File: config.mk
export PLATFORM = sky130hd
export DESIGN_NAME = collector_uart_tx
export DESIGN_NICKNAME = d
export VERILOG_FILES = /design/src/rtl/collector_uart_tx.sv
export SDC_FILE = /design/constraint.sdc
export NUM_CORES = 1
export LEC_CHECK = 0
export CAP_MARGIN = 30
export CORE_MARGIN = 4
export CORE_UTILIZATION = 55
export DETAILED_ROUTE_END_ITERATION = 8
export PLACE_DENSITY = 0.76
export SLEW_MARGIN = 20
export SYNTH_ARGS = -nofsm -noshare
export SYNTH_HDL_FRONTEND = slang
export SYNTH_SLANG_ARGS = --single-unit
File: constraint.sdc
create_clock -name clk -period 2.8 [get_ports clk]
set_clock_uncertainty 0.05 [all_clocks]
set_input_delay 0.42 -clock clk [delete_from_list [all_inputs] [get_ports clk]]
set_output_delay 0.42 -clock clk [all_outputs]
set_load 0.02 [all_outputs]
File: src/rtl/collector_uart_tx.sv
// Sample FIFO feeding a UART packet transmitter: 0xA5 header, FRAME_LEN payload bytes, 8-bit payload sum.
// Define COLLECTOR_UART_TX_PARITY_EN to insert an even-parity bit before every stop bit (11-bit frames).
module collector_uart_tx #(
   parameter int unsigned CLKS_PER_BIT = 16,
   parameter int unsigned FIFO_DEPTH   = 4,
   parameter int unsigned FRAME_LEN    = 4
) (
   input  logic       clk,
   input  logic       rst,
   input  logic [7:0] s_data,
   input  logic       s_valid,
   output logic       s_ready,
   output logic       tx,
   output logic       busy,
   output logic       pkt_done
);

   localparam int unsigned CNT_W   = (CLKS_PER_BIT > 1) ? $clog2(CLKS_PER_BIT) : 1;
   localparam int unsigned PTR_W   = $clog2(FIFO_DEPTH);
   localparam int unsigned COUNT_W = $clog2(FIFO_DEPTH + 1);
`ifdef COLLECTOR_UART_TX_PARITY_EN
   localparam int unsigned LAST_BIT = 10;
`else
   localparam int unsigned LAST_BIT = 9;
`endif
   localparam logic [7:0] HDR_BYTE = 8'hA5;

   typedef enum logic [1:0] {S_IDLE, S_HDR, S_PAY, S_CHK} state_t;

   state_t             state, state_n;
   logic               ser_active, ser_active_n;
   logic [3:0]         bit_idx, bit_idx_n, nxt_idx;
   logic [CNT_W-1:0]   clk_cnt, clk_cnt_n;
   logic [7:0]         shift, shift_n;
   logic               tx_q, tx_n;
   logic [7:0]         chk, chk_n;
   logic [7:0]         pay_cnt, pay_cnt_n;
   logic               done_q, done_n;
   logic               busy_q;
   logic               bit_end, byte_end, pay_try, load;
   logic [7:0]         load_val;

   logic [7:0]         mem [FIFO_DEPTH];
   logic [PTR_W-1:0]   wr_ptr, rd_ptr;
   logic [COUNT_W-1:0] count, count_n;
   logic               ready_q, ready_n;
   logic               push, pop, fifo_empty;
   logic [7:0]         head;

   assign push       = s_valid && ready_q;
   assign fifo_empty = (count == '0);
   assign head       = mem[rd_ptr];

   // FIFO occupancy; ready is registered from the next count so it never depends on s_valid combinationally
   always_comb begin
      count_n = count;
      case ({push, pop})
         2'b10:   count_n = count + COUNT_W'(1);
         2'b01:   count_n = count - COUNT_W'(1);
         default: count_n = count;
      endcase
      ready_n = (count_n < COUNT_W'(FIFO_DEPTH));
   end

   always_ff @(posedge clk) begin
      if (push) mem[wr_ptr] <= s_data;
   end

   // Packet sequencing and bit serialiser next-state
   always_comb begin
      state_n      = state;
      ser_active_n = ser_active;
      bit_idx_n    = bit_idx;
      clk_cnt_n    = clk_cnt;
      shift_n      = shift;
      tx_n         = tx_q;
      chk_n        = chk;
      pay_cnt_n    = pay_cnt;
      done_n       = 1'b0;
      pop          = 1'b0;
      load         = 1'b0;
      load_val     = HDR_BYTE;
      pay_try      = 1'b0;
      nxt_idx      = bit_idx + 4'd1;
      bit_end      = ser_active && (clk_cnt == CNT_W'(CLKS_PER_BIT - 1));
      byte_end     = bit_end && (bit_idx == 4'(LAST_BIT));

      if (ser_active) begin
         if (!bit_end) begin
            clk_cnt_n = clk_cnt + CNT_W'(1);
         end else begin
            clk_cnt_n = '0;
            if (byte_end) begin
               ser_active_n = 1'b0;
               tx_n         = 1'b1;
            end else begin
               bit_idx_n = nxt_idx;
               if (nxt_idx <= 4'd8) tx_n = shift[3'(nxt_idx - 4'd1)];
`ifdef COLLECTOR_UART_TX_PARITY_EN
               else if (nxt_idx == 4'd9) tx_n = ^shift;
`endif
               else tx_n = 1'b1;
            end
         end
      end

      case (state)
         S_IDLE: begin
            if (!fifo_empty) state_n = S_HDR;
         end
         S_HDR: begin
            if (!ser_active) begin
               load = 1'b1;
            end else if (byte_end) begin
               state_n = S_PAY;
               pay_try = 1'b1;
            end
         end
         S_PAY: begin
            // serialiser free: either idle on underrun or finishing the previous stop bit
            if (!ser_active || byte_end) begin
               if (pay_cnt == 8'(FRAME_LEN)) begin
                  state_n  = S_CHK;
                  load     = 1'b1;
                  load_val = chk;
               end else begin
                  pay_try = 1'b1;
               end
            end
         end
         S_CHK: begin
            if (byte_end) begin
               state_n   = S_IDLE;
               done_n    = 1'b1;
               chk_n     = '0;
               pay_cnt_n = '0;
            end
         end
         default: state_n = S_IDLE;
      endcase

      if (pay_try && !fifo_empty) begin
         load      = 1'b1;
         load_val  = head;
         pop       = 1'b1;
         chk_n     = chk + head;
         pay_cnt_n = pay_cnt + 8'd1;
      end

      if (load) begin
         ser_active_n = 1'b1;
         bit_idx_n    = '0;
         clk_cnt_n    = '0;
         shift_n      = load_val;
         tx_n         = 1'b0;
      end
   end

   always_ff @(posedge clk or posedge rst) begin
      if (rst) begin
         state      <= S_IDLE;
         ser_active <= 1'b0;
         bit_idx    <= '0;
         clk_cnt    <= '0;
         shift      <= '0;
         tx_q       <= 1'b1;
         chk        <= '0;
         pay_cnt    <= '0;
         done_q     <= 1'b0;
         busy_q     <= 1'b0;
         wr_ptr     <= '0;
         rd_ptr     <= '0;
         count      <= '0;
         ready_q    <= 1'b1;
      end else begin
         state      <= state_n;
         ser_active <= ser_active_n;
         bit_idx    <= bit_idx_n;
         clk_cnt    <= clk_cnt_n;
         shift      <= shift_n;
         tx_q       <= tx_n;
         chk        <= chk_n;
         pay_cnt    <= pay_cnt_n;
         done_q     <= done_n;
         busy_q     <= (state_n != S_IDLE);
         count      <= count_n;
         ready_q    <= ready_n;
         if (push) wr_ptr <= wr_ptr + PTR_W'(1);
         if (pop)  rd_ptr <= rd_ptr + PTR_W'(1);
      end
   end

   assign tx       = tx_q;
   assign s_ready  = ready_q;
   assign busy     = busy_q;
   assign pkt_done = done_q;

endmodule

Yosys cells after proc, flatten, opt, wreduce, memory -nomap -nowiden
Memories as Yosys holds them, arrays and structs flattened.
Index checks and enable logic that the tools add are counted.
{ "classes": {"addsub": 9, "div": 0, "n_shift": 0, "mux": 48, "reduce_logical": 17, "mul": 0, "eq_ne": 9, "n_bitwise": 0, "magnitude_cmp": 3} }
{ "op_table": {"columns": ["operator", "n"], "rows": [
  ["two-way mux 8 bit", 8],
  ["two-way mux 4 bit", 7],
  ["two-way mux 1 bit", 22],
  ["two-way mux 2 bit", 6],
  ["nonzero test 2 bit", 5],
  ["adder 4 x 1 -> 4 bit (second input constant)", 2],
  ["adder 8 x 1 -> 8 bit (second input constant)", 1],
  ["adder 8 bit", 1],
  ["equality test 4 bit (second input constant)", 2],
  ["equality test 8 x 3 -> 1 bit (second input constant)", 1],
  ["one-hot mux 2 bit (4 select lines)", 1],
  ["equality test 2 bit (second input constant)", 3],
  ["one-hot mux 3 bit (2 select lines)", 1],
  ["subtractor 3 x 1 -> 3 bit (second input constant)", 2],
  ["adder 2 x 1 -> 2 bit (second input constant)", 2],
  ["equality test 2 x 1 -> 1 bit (second input constant)", 2],
  ["less-or-equal comparator 4 bit (second input constant)", 1],
  ["logical AND 1 bit", 4],
  ["less-than comparator 3 x 4 -> 1 bit (second input constant)", 1],
  ["one-hot mux 1 bit (2 select lines)", 2],
  ["AND reduction 2 bit", 2],
  ["adder 3 x 1 -> 3 bit (second input constant)", 1],
  ["binary-select mux 1 bit (select 3 bit)", 1],
  ["zero test 3 bit", 1],
  ["6 further kinds", 7]
]} }
{ "word_totals": {"reg_bits": 46, "elab_cells": 101, "romBits": 0, "n_memories": 1, "in_bits": 11, "latch_bits": 0, "ram_bits": 32} }
{ "mem_list": {"columns": ["memory", "depth", "width", "rd", "rd_clocked_by_memory_dff", "wr", "line", "rtl"], "rows": [
  ["mem", 4, 8, 1, 0, 1, "43", "logic [7:0] mem [FIFO_DEPTH];"]
]} }

Logic depth before layout (Yosys ltp)
{ "depth": {"depth_word": 11, "depth_mapped": 14, "ltp_nobuf": 13} }

Worst setup path before layout
No wires, ideal clock.
{ "synth_timing": {"kind": "flip-flop to flip-flop", "from": "reg pay_cnt[0]", "to": "reg with a tool-made name", "n_path_buf": 1, "setup_slack_ns": 0.099, "setup_ns": 0.122, "stages_incl_launch_ff": 15, "arrival_ns": 2.529, "period_less_slack_ns": 2.701, "path_cell_list": "dfrtp_1 inv_1 ha_1 nor4b_1 nand4_1 a32oi_1 or2_1 inv_1 buf_2 ha_1 fa_1 xnor2_1 nor2_1 xnor2_1 inv_1"} }
{ "synth_lines": {"columns": ["element", "line", "rtl"], "rows": [
  ["start: declaration", "37", "logic [7:0] pay_cnt, pay_cnt_n;"],
  ["start signal: assignment", "183", "pay_cnt <= pay_cnt_n;"]
]} }

Final worst setup path
{ "layout_timing": {"from": "reg rd_ptr[0]", "to": "reg chk[7]"} }
{ "layout_between": {"elab_chain_len": 3} }
{ "layout_lines": {"columns": ["element", "line", "rtl"], "rows": [
  ["start: declaration", "44", "logic [PTR_W-1:0] wr_ptr, rd_ptr;"],
  ["start signal: assignment", "189", "if (pop) rd_ptr <= rd_ptr + PTR_W'(1);"],
  ["memory read (4 x 8 bit)", null, null],
  ["adder 8 bit", "146", "chk_n = chk + head;"],
  ["two-way mux 8 bit", "142", "if (pay_try && !fifo_empty) begin"],
  ["end signal: assignment", "182", "chk <= chk_n;"],
  ["end: declaration", "36", "logic [7:0] chk, chk_n;"]
]} }
No other way between the ends.
A chain may end at the register's enable or synchronous reset.

==> reports/metrics.cfg <==
[drt]
routed_via_density=5.56
vias=2418
drt_wl_total_um=6780
ant_nets=0
first_pass_iters=4
drc=0
drt_iter0_drc=67
wl_per_cell_um=15.6

[setup_path]
r2r-start=rd_ptr[0]$_DFFE_PP0P_
cp-end-kind=flop
regToRegSetupSlack_ns=0.15
crit_required_ns=2.98
crit_path_max_incr_delay_ns=0.57
worst-path-buf-inv=0
critPathKind=reg2reg
crit_path_start_kind=flop
slowest_stage=mux4_2
crit_path_frequent_cell=o211ai_1
cpLargestDelayFamily=compound AO/OA/AOI/OAI gates
crit_arrival_ns=2.83
timing.rr.end=chk[7]$_DFFE_PP0P_
cp_cell_sequence=mux4_2 -> ha_1 -> a21oi_1 -> o211ai_1 -> o41ai_1 -> xnor2_1 -> o211ai_1 -> nor2b_1
path_max_fanout=5
r2r_cells=8

[sta]
tightestPinTransition_ns=0.709
setup_viol=0
fin_setup_tns_ns=0
fmax_mhz=378
rsz0062_at_grt=no
report.final.hold_viol_count=0
fin_ws_ns=0.152
fin_crit_ns=2.65
slew_headroom_pct=52.3
slew_violations=0
min_period_over_period_pct=94.6

[clock_tree]
cts_buffers=9
clock_sinks=78
clk_pin_slew_ns=0.08
htree_levels=3
clock_path_buffers=2
hold_buffers=0
cts_root_buf=clkbuf_8
insertion_delay_ns=0.34
tritoncts=done

[cells_and_area]
fin_nets=384
mostFrequentLayoutCell=dfrtp_1
layout.cells.non_filler=435
drive_gt1_share_pct=18.0
area_growth_pct=14.3
layout_common_cells=dfrtp_1 (43), edfxtp_1 (32), nand2_1 (21)
nFillCells=509
fin_area_mm2=0.00437
diodes=0

[power]
leakagePower_nw=1.76
p_per_area_mw_per_mm2=701
vdd_drop_max_uv=381

[global_routing]
met3_usage_pct=5.47
grt_pass1_vias=2531
grt_pass1_wl_um=11900
grt_use_met2_pct=30.1
grtUsageTotal_pct=17.8
antenna_found_initial=0
grt_overflow_total=0
grt_max_degree=47
grt.busiest_layer=met2
met1_usage_pct=22.3

[synthesis]
netlist_area_mm2=0.00382
ys_ff_latch=78
syn_inst=318
synth_fp_nets=352
yosys_warnings=0
synth_ff_type=dfrtp_1
seq_area_frac_synth_pct=55.3
async_reset_ff_share_pct=59.0
synth_edf_count=32
synth_cell_types=53
avgSynthCellArea_um2=12.0

[min_path]
min_path_type=in2async

[placement]
dp.cells=416
pre_cts_ws_ns=0.0132
placed_area_mm2=0.00413
port_buffers=14
hpwlAfterDp_um=4900
place_congestion=0.859

[floorplan]
start_util_pct=56.6
die_area_mm2=0.00835
row_count=30
die_h_um=91.4
core_area_mm2=0.00676
pin_count=15
fp.dieW_um=91.4

[run_status]
status=finished clean

[run]
cap_violations=0

## repair_timing
item	4_1_cts	5_1_grt
resized for setup	0	11
buffers inserted	1	2
pin swaps	1	6
endpoints found under the setup margin	1	4
## registers in the layout (all words and copies together) (netlist names), named ones only
name and count:
mem 32, chk 8, pay_cnt 8, shift 8
bit_idx 4, clk_cnt 4, count 2, rd_ptr 2
state 2, wr_ptr 2, busy 1, pkt_done 1
s_ready 1, ser_active 1, tx 1
## cells in the mapped netlist, drive strengths merged (2+ instances only)
library cell / number / area share (%)
a21oi: 15 / 2.2
nand4: 3 / 0.65
a22o: 2 / 0.46
fa: 2 / 1.0
a21boi: 3 / 0.59
o211ai: 2 / 0.39
mux2: 2 / 0.59
or2: 4 / 0.65
and3: 5 / 0.82
nand2b: 2 / 0.33
o31ai: 2 / 0.39
buf: 9 / 1.5
inv: 23 / 2.3
clkbuf: 2 / 0.20
xnor2: 12 / 2.7
nor2: 19 / 2.1
dfrtp: 44 / 29
o21bai: 2 / 0.39
ha: 21 / 6.9
edfxtp: 32 / 25
dfstp: 2 / 1.4
nand2: 21 / 2.1
nand3: 19 / 2.5
o21ai: 20 / 2.6
o22ai: 7 / 1.1
nor3: 6 / 0.79
xor2: 4 / 0.92
mux4: 10 / 5.9
nor2b: 3 / 0.49
or3: 4 / 0.65
## area by class of cell
type	count	area, µm²	share of cell area (%)
clock buffers	10	128	2.92
clock inverters	6	48.8	1.12
inverters	23	86.3	1.98
multi-input cells	206	1600	36.7
flip-flops and latches	78	2120	48.4
well taps	80	100	2.29
repair buffers	32	288	6.59
## cell families (layout without fill, tap and decap cells)
logic type                 Yosys count  in the layout  synth area share, %
muxes                               13             13                 6.74
and+or+nand+nor                     89             89                 11.7
xor gates and xnor gates            16             16                 3.66
buffers and inverters               34             71                 3.93
DFF                                 78             78                 55.3
adders and majority gates           23             23                 7.92
AOI/OAI and AO/OA                   65             65                 10.7
## metal layers
layer  vias up  wire [µm]
met5         -          0
met4         0         45
met3         4        195
met2        29       3480
met1      1170       3070
li1       1215          -
## stage by stage
step	power (mW)	util (%)	hold WS, ns
after floorplan	2.10	-	0.395
after global placement	2.29	61.1	0.420
after detailed placement	2.34	61.1	0.423
after CTS	3.08	63.8	0.362
after global routing	3.27	64.7	0.371
final	3.06	64.7	0.364
## where the power goes
part / total [mW] / internal, mW / switching (mW)
sequential: 1.56 / 1.41 / 0.143
combinational: 0.763 / 0.369 / 0.394
clock: 0.741 / 0.326 / 0.416
## tightest hold or removal path, cell delays in order
cell and delay, ns:
clkdlybuf4s50_1 0.41, inv_2 0.07, buf_12 0.24
## worst max path at each step
stage,from,endpoint,depth (start not counted)
2_1_floorplan,pay_cnt[0]$_DFFE_PP0P_,flop,14
3_3_place_gp,pay_cnt[1]$_DFFE_PP0P_,flop,13
3_5_place_dp,pay_cnt[1]$_DFFE_PP0P_,flop,13
4_1_cts,pay_cnt[1]$_DFFE_PP0P_,flop,13
5_1_grt,pay_cnt[1]$_DFFE_PP0P_,flop,13
6_report,rd_ptr[0]$_DFFE_PP0P_,chk[7]$_DFFE_PP0P_,8
No activity file was read; power rests on OpenSTA's default activity.
